$ cat src/rtl/fifo_rd_seq_pkg.sv
// Shared definitions for the FIFO read sequencer.
// Provides the default data/counter widths and the sequencer FSM state type.
package fifo_rd_seq_pkg;

  localparam int unsigned DefDataWidth = 16;
  localparam int unsigned DefCntWidth  = 8;

  typedef enum logic [2:0] {
    StIdle,
    StClr,
    StRead,
    StFlush,
    StDone
  } rd_state_e;

endpackage

$ cat src/rtl/rd_seq_cnt.sv
// Nested repeat/element/row counter chain for the FIFO read sequencer.
// Ports:
//   clk, rst_n          clock and synchronous active-low reset
//   clr                 synchronous clear of all counters
//   adv                 advance the chain by one read
//   row_len, num_rows   row length and row count limits (non-zero while advancing)
//   reuse               repeats per element (already forced to >= 1)
//   rep_last            current read is the last repeat of its element
//   row_end             current read is the last repeat of the last element of a row
//   row_wrap            advancing read that completes the final row
module rd_seq_cnt import fifo_rd_seq_pkg::*; #(
  parameter int unsigned CNT_WIDTH = DefCntWidth
) (
  input  logic                 clk,
  input  logic                 rst_n,
  input  logic                 clr,
  input  logic                 adv,
  input  logic [CNT_WIDTH-1:0] row_len,
  input  logic [CNT_WIDTH-1:0] num_rows,
  input  logic [CNT_WIDTH-1:0] reuse,
  output logic                 rep_last,
  output logic                 row_end,
  output logic                 row_wrap
);

  logic [CNT_WIDTH-1:0] rep_q, rep_d;
  logic [CNT_WIDTH-1:0] elem_q, elem_d;
  logic [CNT_WIDTH-1:0] row_q, row_d;
  logic                 elem_last, row_last;
  logic                 rep_wrap, elem_wrap;

  always_comb begin
    rep_last  = (rep_q == reuse - CNT_WIDTH'(1));
    elem_last = (elem_q == row_len - CNT_WIDTH'(1));
    row_last  = (row_q == num_rows - CNT_WIDTH'(1));
    rep_wrap  = adv & rep_last;
    elem_wrap = rep_wrap & elem_last;
    row_wrap  = elem_wrap & row_last;
    row_end   = rep_last & elem_last;

    rep_d  = rep_q;
    elem_d = elem_q;
    row_d  = row_q;
    if (clr) begin
      rep_d  = '0;
      elem_d = '0;
      row_d  = '0;
    end else begin
      if (adv) rep_d = rep_last ? '0 : rep_q + CNT_WIDTH'(1);
      if (rep_wrap) elem_d = elem_last ? '0 : elem_q + CNT_WIDTH'(1);
      if (elem_wrap) row_d = row_last ? '0 : row_q + CNT_WIDTH'(1);
    end
  end

  always_ff @(posedge clk) begin
    if (!rst_n) begin
      rep_q  <= '0;
      elem_q <= '0;
      row_q  <= '0;
    end else begin
      rep_q  <= rep_d;
      elem_q <= elem_d;
      row_q  <= row_d;
    end
  end

endmodule

$ cat src/rtl/fifo_rd_seq.sv
// FIFO read sequencer: reads row_len*num_rows elements, each repeated `reuse`
// times, pausing on stall, and forwards the returned words with row markers.
// Ports:
//   clk, rst_n                      clock and synchronous active-low reset
//   start, row_len, num_rows, reuse launch pulse and sequence configuration
//   stall                           consumer hold request
//   fifo_rd_clr/en/inc, fifo_data   FIFO read interface (data one cycle after en)
//   out_data/valid/row_last         forwarded stream
//   busy, done                      sequence status and completion pulse
module fifo_rd_seq import fifo_rd_seq_pkg::*; #(
  parameter int unsigned DATA_WIDTH = DefDataWidth,
  parameter int unsigned CNT_WIDTH  = DefCntWidth
) (
  input  logic                  clk,
  input  logic                  rst_n,
  input  logic                  start,
  input  logic [CNT_WIDTH-1:0]  row_len,
  input  logic [CNT_WIDTH-1:0]  num_rows,
  input  logic [CNT_WIDTH-1:0]  reuse,
  input  logic                  stall,
  output logic                  fifo_rd_clr,
  output logic                  fifo_rd_en,
  output logic                  fifo_rd_inc,
  input  logic [DATA_WIDTH-1:0] fifo_data,
  output logic [DATA_WIDTH-1:0] out_data,
  output logic                  out_valid,
  output logic                  out_row_last,
  output logic                  busy,
  output logic                  done
);

  rd_state_e            state_q, state_d;
  logic [CNT_WIDTH-1:0] row_len_q, num_rows_q, reuse_q;
  logic                 latch_cfg, cnt_clr, cnt_adv;
  logic                 rep_last, row_end, row_wrap;
  logic                 out_valid_q, row_last_q;

  rd_seq_cnt #(
    .CNT_WIDTH (CNT_WIDTH)
  ) u_cnt (
    .clk      (clk),
    .rst_n    (rst_n),
    .clr      (cnt_clr),
    .adv      (cnt_adv),
    .row_len  (row_len_q),
    .num_rows (num_rows_q),
    .reuse    (reuse_q),
    .rep_last (rep_last),
    .row_end  (row_end),
    .row_wrap (row_wrap)
  );

  always_comb begin
    state_d     = state_q;
    latch_cfg   = 1'b0;
    cnt_clr     = 1'b0;
    cnt_adv     = 1'b0;
    fifo_rd_clr = 1'b0;
    fifo_rd_en  = 1'b0;
    fifo_rd_inc = 1'b0;
    done        = 1'b0;
    unique case (state_q)
      StIdle: begin
        if (start) begin
          latch_cfg = 1'b1;
          state_d   = StClr;
        end
      end
      StClr: begin
        fifo_rd_clr = 1'b1;
        cnt_clr     = 1'b1;
        state_d     = (row_len_q == '0 || num_rows_q == '0) ? StFlush : StRead;
      end
      StRead: begin
        if (!stall) begin
          fifo_rd_en  = 1'b1;
          fifo_rd_inc = rep_last;
          cnt_adv     = 1'b1;
          if (row_wrap) state_d = StFlush;
        end
      end
      StFlush: state_d = StDone;
      StDone: begin
        done    = 1'b1;
        state_d = StIdle;
      end
      default: state_d = StIdle;
    endcase
  end

  always_ff @(posedge clk) begin
    if (!rst_n) begin
      state_q     <= StIdle;
      row_len_q   <= '0;
      num_rows_q  <= '0;
      reuse_q     <= '0;
      out_valid_q <= 1'b0;
      row_last_q  <= 1'b0;
    end else begin
      state_q     <= state_d;
      if (latch_cfg) begin
        row_len_q  <= row_len;
        num_rows_q <= num_rows;
        // A reuse of 0 behaves as a single read per element.
        reuse_q    <= (reuse == '0) ? CNT_WIDTH'(1) : reuse;
      end
      out_valid_q <= fifo_rd_en;
      row_last_q  <= fifo_rd_en & row_end;
    end
  end

  assign busy         = (state_q != StIdle);
  assign out_valid    = out_valid_q;
  assign out_data     = out_valid_q ? fifo_data : '0;
  assign out_row_last = row_last_q & out_valid_q;

endmodule
$ cat config.mk
export PLATFORM = sky130hd
export DESIGN_NAME = fifo_rd_seq
export DESIGN_NICKNAME = d
export VERILOG_FILES = /design/src/rtl/fifo_rd_seq_pkg.sv /design/src/rtl/rd_seq_cnt.sv /design/src/rtl/fifo_rd_seq.sv
export SDC_FILE = /design/constraint.sdc
export NUM_CORES = 1
export LEC_CHECK = 0
export BUFFER_PORTS_ARGS = -buffer_cell sky130_fd_sc_hd__buf_2
export CAP_MARGIN = 5
export CORE_ASPECT_RATIO = 1.1
export CORE_MARGIN = 4
export CORE_UTILIZATION = 47
export CTS_BUF_LIST = sky130_fd_sc_hd__clkbuf_4 sky130_fd_sc_hd__clkbuf_8
export DETAILED_ROUTE_END_ITERATION = 8
export PLACE_DENSITY_LB_ADDON = 0.3
export RECOVER_POWER = 50
export SLEW_MARGIN = 10
export SYNTH_ARGS = -nofsm -noshare
export SYNTH_HDL_FRONTEND = slang
export SYNTH_SLANG_ARGS = --single-unit
$ cat constraint.sdc
create_clock -name clk -period 2.4 [get_ports clk]
set_input_delay 0 -clock clk [delete_from_list [all_inputs] [get_ports clk]]
set_output_delay 0 -clock clk [all_outputs]
set_load 0.02 [all_outputs]
==> results of run 1 <==
==> worst reg2reg max path, cell delays in order (launching register included) <==
cell and delay, ns:
dfxtp_2 0.33, or3_4 0.38, or4_4 0.49, a2111o_1 0.44, a211o_4 0.33, or4_1 0.43
a21oi_2 0.12
==> repair_timing <==
item | in CTS | in global routing
endpoints found under the hold margin | 25 | 0
pin swaps | 11 | 5
resized for setup | 25 | 11
gates cloned | 1 | 0
hold buffers | 25 | 0
endpoints found under the setup margin | 26 | 27
buffers inserted | 5 | 1
==> worst paths after layout <==
kind / endpoint / from / slack (ns)
worst max register to register: u_cnt.elem_q[7]$_SDFFE_PP0N_ / reuse_q[4]$_SDFFE_PN0P_ / -0.18
worst max-delay path: u_cnt.elem_q[7]$_SDFFE_PP0N_ / reuse_q[4]$_SDFFE_PN0P_ / -0.18
worst min register to register: row_len_q[7]$_SDFFE_PN0P_ / row_len_q[7]$_SDFFE_PN0P_ / 0.50
worst min-delay path: u_cnt.row_q[6]$_SDFFE_PP0P_ / rst_n / 0.21
==> layer usage <==
layer  global-route usage  wire length (um)  part of all wire  up-vias
met3              0.02982               326             0.037       11
met4              0.05714               113             0.013        0
met1               0.2611              3710              0.42     1568
li1                     -                 -                 -     1655
met2               0.3914              4593              0.53       71
met5                    0                 0                 0        -
==> cells in the mapped netlist, drive strengths merged (5+ instances only) <==
master / n
nand2: 69
dfxtp: 53
a21boi: 23
and2: 21
nor2: 20
a21oi: 16
nand4: 16
xor2: 16
clkbuf: 15
xnor2: 15
o21ai: 13
nand3: 11
nor3: 11
inv: 10
or3: 9
a211oi: 7
ha: 7
and3: 5
==> per-stage QoR <==
step / setup TNS, ns / hold WS (ns) / worst slack [ns]
floorplan: -0.2473 / 0.05869 / -0.1199
global placement: -4.176 / 0.2495 / -0.2032
detailed placement: -5.226 / 0.2584 / -0.2720
CTS: -1.221 / 0.1828 / -0.1483
global route: -3.767 / 0.2135 / -0.2797
finish: -1.618 / 0.2052 / -0.1785
==> cell families (layout without fill, tap and decap cells) <==
group,Yosys count,after routing,share of synthesized area
flip-flops,53,53,0.3353
buffers and inverters,28,143,0.03598
AO/OA/AOI/OAI,87,88,0.1930
adder cells (fa/ha/maj),7,7,0.02768
AND/OR/NAND/NOR,190,190,0.3088
multiplexers,2,2,0.006327
XOR/XNOR,32,32,0.09292
==> where the power goes <==
group	total, W	leakage [nW]	internal (W)	switching [W]
logic	0.00145	1.20	0.000670	0.000781
registers	0.00111	0.433	0.000992	0.000123
clock network	0.000652	0.0574	0.000340	0.000312
total	0.00322	1.69	0.00200	0.00122
==> state kept, by name, indices dropped and copies added, names as in the netlist <==
register and cells:
out_valid 1, u_cnt.row_q 8, reuse_q 8, u_cnt.rep_q 8, u_cnt.elem_q 8, row_last_q 1, num_rows_q 8, state_q 3
row_len_q 8
==> layout make-up <==
| cell class | instances | area share |
|---|---|---|
| Multi-Input combinational cell | 319 | 0.4955 |
| Sequential cell | 53 | 0.2476 |
| Timing Repair Buffer | 125 | 0.1967 |
| Tap cell | 82 | 0.02372 |
| Clock buffer | 6 | 0.01909 |
| Clock inverter | 2 | 0.008678 |
| Inverter | 10 | 0.008678 |
==> metrics.cfg, run 1 <==
[power]
total_power_w = 0.003218
powerDensity_mw_per_mm2 = 744.0
power.leakage_nw = 1.690
vdd_drop_max_v = 0.0007381

[synth]
synth-seq-cells = 53
syn_nets = 450
yosys-top-cells-area = dfxtp_1, nand2_1, a21boi_0, xor2_1, and2_1
yosysTopAreaCell = dfxtp_1
syn_avg_cell_area_sq_um = 7.931
netlist.area_leader.share = 0.3353
ys_types = 53
seq_area_frac_synth = 0.3353
synth-edff-count = 0
syn_inst = 399
syn_area_sq_mm = 0.003164
ys_async_sr_fraction = 0
synth-warning-count = 0
ys.flop_type = dfxtp_1

[drt]
drtPass1Iterations = 4
drc = 0
drtIter0Drc = 212
drtAntennaViolNets = 0
drt-total-wl_um = 8743
vias = 3305
viasPerCell = 5.536
routedWlPerCell_um = 14.64

[timing]
setup_viol = 16
hold_viol = 0
setup_slack_ns = -0.1785
rsz0062_at_grt = true
skew_ns = 0.01134
max_slew.worst_pin.slew_ns = 0.6050
period_needed_ns = 2.578
finalMaxSlewViolations = 0
finalCritPeriodShare = 1.074
fmax_mhz = 387.8
slew_headroom = 0.5967

[place]
gp_congestion = 0.8392
placedCellCount = 558
io_buffers = 66
dpl_cell_area_sq_mm = 0.003784
dpl.hpwl_um = 5940

[worst_setup_path]
r2r_cells = 6
crit_family = simple AND/OR/NAND/NOR gates
startpoint_type = register
cp.depth = 6
slowest_stage = or4_4
slowest_delay_ns = 0.49
critical_path_class = reg -> reg
crit_chain = or3_4 -> or4_4 -> a2111o_1 -> a211o_4 -> or4_1 -> a21oi_2
critical_path_required_ns = 2.65
critPathBufInv = 0
crit_fanout = 6
crit_arrival_ns = 2.83
end_kind = register

[cells_and_area]
postLayoutCellArea_sq_mm = 0.004325
drive_gt1_frac = 0.2427
final_cells = 597
nNetsFinal = 565
utilization = 0.6599
final-seq-area_sq_mm = 0.001071
area_growth_pct = 36.69
final_common_cell = nand2_1
layout_common_cells = nand2_1, buf_2, dfxtp_1, buf_4, dlygate4sd3_1
multi_input_area_sq_mm = 0.002143
num_antenna_cells = 0
nFillCells = 512

[hold_path]
holdPathStages = 3
hp-class = in -> reg

[floorplanning]
core_area_sq_mm = 0.006555
die_height_um = 94.06
rows = 31
fp.dieW_um = 86.24
pin_count = 67
die_area_sq_mm = 0.008111
initial_core_util = 0.4827

[grt]
gr-usage-all-layers = 0.2144
grt_pass1_wl_um = 14190
grt_max_degree = 28
grt_pass1_vias = 3121
antenna_found_initial = 0
grt_overflow = 0

[run_status]
failed_checks = setup timing
outcome = finished with violations

[clock_network]
clock_latency_ns = 0.31
cts_buffers = 5
root_buffer = clkbuf_8
cts_max_level = 2
clock_sinks = 53
clkTransAtPathRegs_ns = 0.10
cts_buffer_depth = 2
cts_tree = yes

[job]
cap_violations = 0

(Power assumes the default switching activity.)
==> run 2, diff against run 1 <==
Settings changed: BUFFER_PORTS_ARGS -buffer_cell sky130_fd_sc_hd__buf_2 to unset, CELL_PAD_IN_SITES_DETAIL_PLACEMENT set to 1, CELL_PAD_IN_SITES_GLOBAL_PLACEMENT set to 2, CORE_UTILIZATION 47 to 34, CTS_CLUSTER_DIAMETER set to 100, DONT_BUFFER_PORTS set to 1.
==> run 2 against run 1 <==
Net effect:
- the run still ends with setup timing left
- count of clock-buffer cells in the layout stayed put
- setup slack better by 0.0072 ns
- register-to-register slack hardly changed
- combinational power shrank 3%
- total power down 5.7%
- global-route usage shrank 3.2 points
==> metrics.cfg, run 2 (synthesis gave the netlist of run 1 again) <==
[worst_setup_path]
slowest_stage = or4_4
crit_chain = or3_4 -> or4_4 -> a2111o_1 -> a211o_4 -> buf_4 -> or3_1 -> a21oi_1
r2r-start = reuse_q[4]$_SDFFE_PN0P_
r2r-end = u_cnt.elem_q[5]$_SDFFE_PP0N_
end_kind = register
slowest_delay_ns = 0.49  ; about the same
critPathBufInv = 1  ; +1
critical_path_required_ns = 2.65  ; about the same
crit_fanout = 7  ; +1
startpoint_type = register
r2r_cells = 7  ; +1
rrSetupSlack_ns = -0.17  ; about the same
crit_arrival_ns = 2.82  ; about the same
crit_family = simple AND/OR/NAND/NOR gates
critical_path_class = reg -> reg

[hold_path]
hold_start = rst_n
hp-class = in -> reg
holdPathStages = 2  ; -1
min_to = u_cnt.elem_q[0]$_SDFFE_PP0N_

[power]
p_clk_frac = 0.173  ; -0.030
switching_power_w = 0.001193  ; -1.9%
powerDensity_mw_per_mm2 = 744.9  ; +0.12%
sw_frac_of_total = 0.3931  ; +0.01513
internal_power_w = 0.001842  ; -8.0%
power.leakage_nw = 1.462  ; -13%
combPwrFrac = 0.463  ; +0.012
power_frac_seq = 0.364  ; +0.018
vdd_drop_max_v = 0.0004459  ; -40%

[floorplanning]
pin_count = 67  ; unchanged
initial_core_util = 0.3530  ; -0.1297
rows = 36  ; +16%
die_height_um = 109.2  ; +16%
die_area_sq_mm = 0.01092  ; +35%
core_area_sq_mm = 0.008964  ; +37%
fp.dieW_um = 99.98  ; +16%

[drt]
drtIter0Drc = 59  ; -72%
drt-total-wl_um = 9536  ; +9.1%
vias = 3047  ; -7.8%
drtAntennaViolNets = 0  ; unchanged
viasPerCell = 5.327  ; -3.8%
routedWlPerCell_um = 16.67  ; +14%
drc = 0  ; unchanged
drtPass1Iterations = 4  ; unchanged

[timing]
max_slew.worst_pin.slew_ns = 0.8186  ; +0.2136 ns
rsz0062_at_grt = true
skew_ns = 0.01335  ; +0.002015 ns
setup_viol = 25  ; +9
setup_slack_ns = -0.1713  ; +0.007180 ns
finalMaxSlewViolations = 0  ; unchanged
hold_viol = 0  ; unchanged
fmax_mhz = 388.9  ; +0.28%
slew_headroom = 0.4525  ; -0.1442
finalCritPeriodShare = 1.071  ; -0.002992
period_needed_ns = 2.571  ; -0.007180 ns

[cells_and_area]
num_antenna_cells = 0  ; unchanged
drive_gt1_frac = 0.1769  ; -0.06586
final_common_cell = nand2_1
layout_common_cells = nand2_1, dfxtp_1, buf_4, dlygate4sd3_1, a21boi_0
nNetsFinal = 508  ; -10%
area_growth_pct = 28.79
postLayoutCellArea_sq_mm = 0.004075  ; -5.8%

[grt]
grt_pass1_wl_um = 15970  ; +13%
grt_pass1_vias = 3261  ; +4.5%
antenna_found_initial = 0  ; unchanged
grt_overflow = 0  ; unchanged
grt_max_degree = 28  ; unchanged
gr-usage-all-layers = 0.1822  ; -0.03217

[clock_network]
cts_max_level = 2  ; unchanged
clock_latency_ns = 0.32  ; about the same
clock_sinks = 53  ; unchanged
clkTransAtPathRegs_ns = 0.11  ; about the same
root_buffer = clkbuf_8
cts_tree = yes
cts_buffers = 5  ; unchanged
cts_buffer_depth = 2  ; unchanged

[place]
io_buffers = 0  ; -100%
dpl_cell_area_sq_mm = 0.003531  ; -6.7%
pre_cts_slack_ns = -0.2973  ; -0.02530 ns
dpl.hpwl_um = 6976  ; +17%
gp_congestion = 0.7687  ; -8.4%

[run_status]
outcome = finished with violations
failed_checks = setup timing

[job]
cap_violations = 0  ; unchanged

==> run 2: cell types whose count changed in the layout (fill, tap and decap cells not counted), moves of 2 or more <==
cell	before	now
and2_0	10	17
and2_1	11	4
buf_2	53	0
buf_4	27	33
clkbuf_1	14	3
clkinv_2	0	2
dlygate4sd3_1	25	27
==> run 2: through the flow <==
step	util	total power [W]	setup TNS, ns	std cells	hold slack (ns)
global route	0.4546	0.003286	-4.362	572	0.1058
global placement	0.3939	0.002402	-3.180	529	0.1348
finish	0.4546	0.003035	-2.007	572	0.06574
CTS	0.4503	0.003086	-1.410	571	0.06392
floorplan	-	0.002000	-0.2473	399	0.05869
detailed placement	0.3939	0.002441	-4.360	529	0.1318
==> run 2: repair_timing <==
action | CTS | global route
resized for setup | 23 | 14
hold endpoints to repair | 28 | 0
pin swaps | 7 | 6
endpoints found under the setup margin | 27 | 26
hold buffers | 27 | 0
setup buffers | 7 | 2
==> run 2: power by group through the flow <==
| stage | Sequential (W) | Clock (W) | Combinational [W] |
|---|---|---|---|
| floorplan | 0.00112 | 0 | 0.000884 |
| global route | 0.00113 | 0.000587 | 0.00157 |
| CTS | 0.00111 | 0.000548 | 0.00143 |
| finish | 0.00110 | 0.000524 | 0.00141 |
| global placement | 0.00113 | 0 | 0.00127 |
| detailed placement | 0.00114 | 0 | 0.00130 |
==> run 2: worst register-to-register path, delay by kind of cell (launching register included) <==
family / cells / cell delay (ns)
AO/OA/AOI/OAI: 3 / 0.87
flip-flops: 1 / 0.33
AND/OR/NAND/NOR: 3 / 1.17
buffers and inverters: 1 / 0.15
==> run 2: layout make-up <==
type / count / area [sq um]
fill: 1083 / 4888
multi-input combinational: 318 / 2122
sequential: 53 / 1069
timing repair buffer: 69 / 618.1
tap: 114 / 142.6
clock buffer: 6 / 76.32
inverter: 10 / 37.54
clock inverter: 2 / 10.01
==> run 2: worst max-delay path by stage <==
stage,from,end,cells past startpoint
final,reuse_q[4]$_SDFFE_PN0P_,u_cnt.elem_q[5]$_SDFFE_PP0N_,7
after CTS,reuse_q[4]$_SDFFE_PN0P_,u_cnt.elem_q[3]$_SDFFE_PP0N_,7
after floorplan,reuse_q[4]$_SDFFE_PN0P_,u_cnt.elem_q[6]$_SDFFE_PP0N_,7
after detailed placement,reuse_q[4]$_SDFFE_PN0P_,u_cnt.row_q[2]$_SDFFE_PP0P_,7
after global routing,reuse_q[4]$_SDFFE_PN0P_,u_cnt.elem_q[7]$_SDFFE_PP0N_,6
after global placement,reuse_q[4]$_SDFFE_PN0P_,u_cnt.elem_q[2]$_SDFFE_PP0N_,7
==> run 2: routing by layer <==
metal / GRT usage / up-vias / wire length, um
li1: - / 1531 / -
met1: 0.2262 / 1476 / 4250
met2: 0.3222 / 31 / 4869
met3: 0.03583 / 9 / 285
met4: 0.04716 / 0 / 130
met5: 0 / - / 0
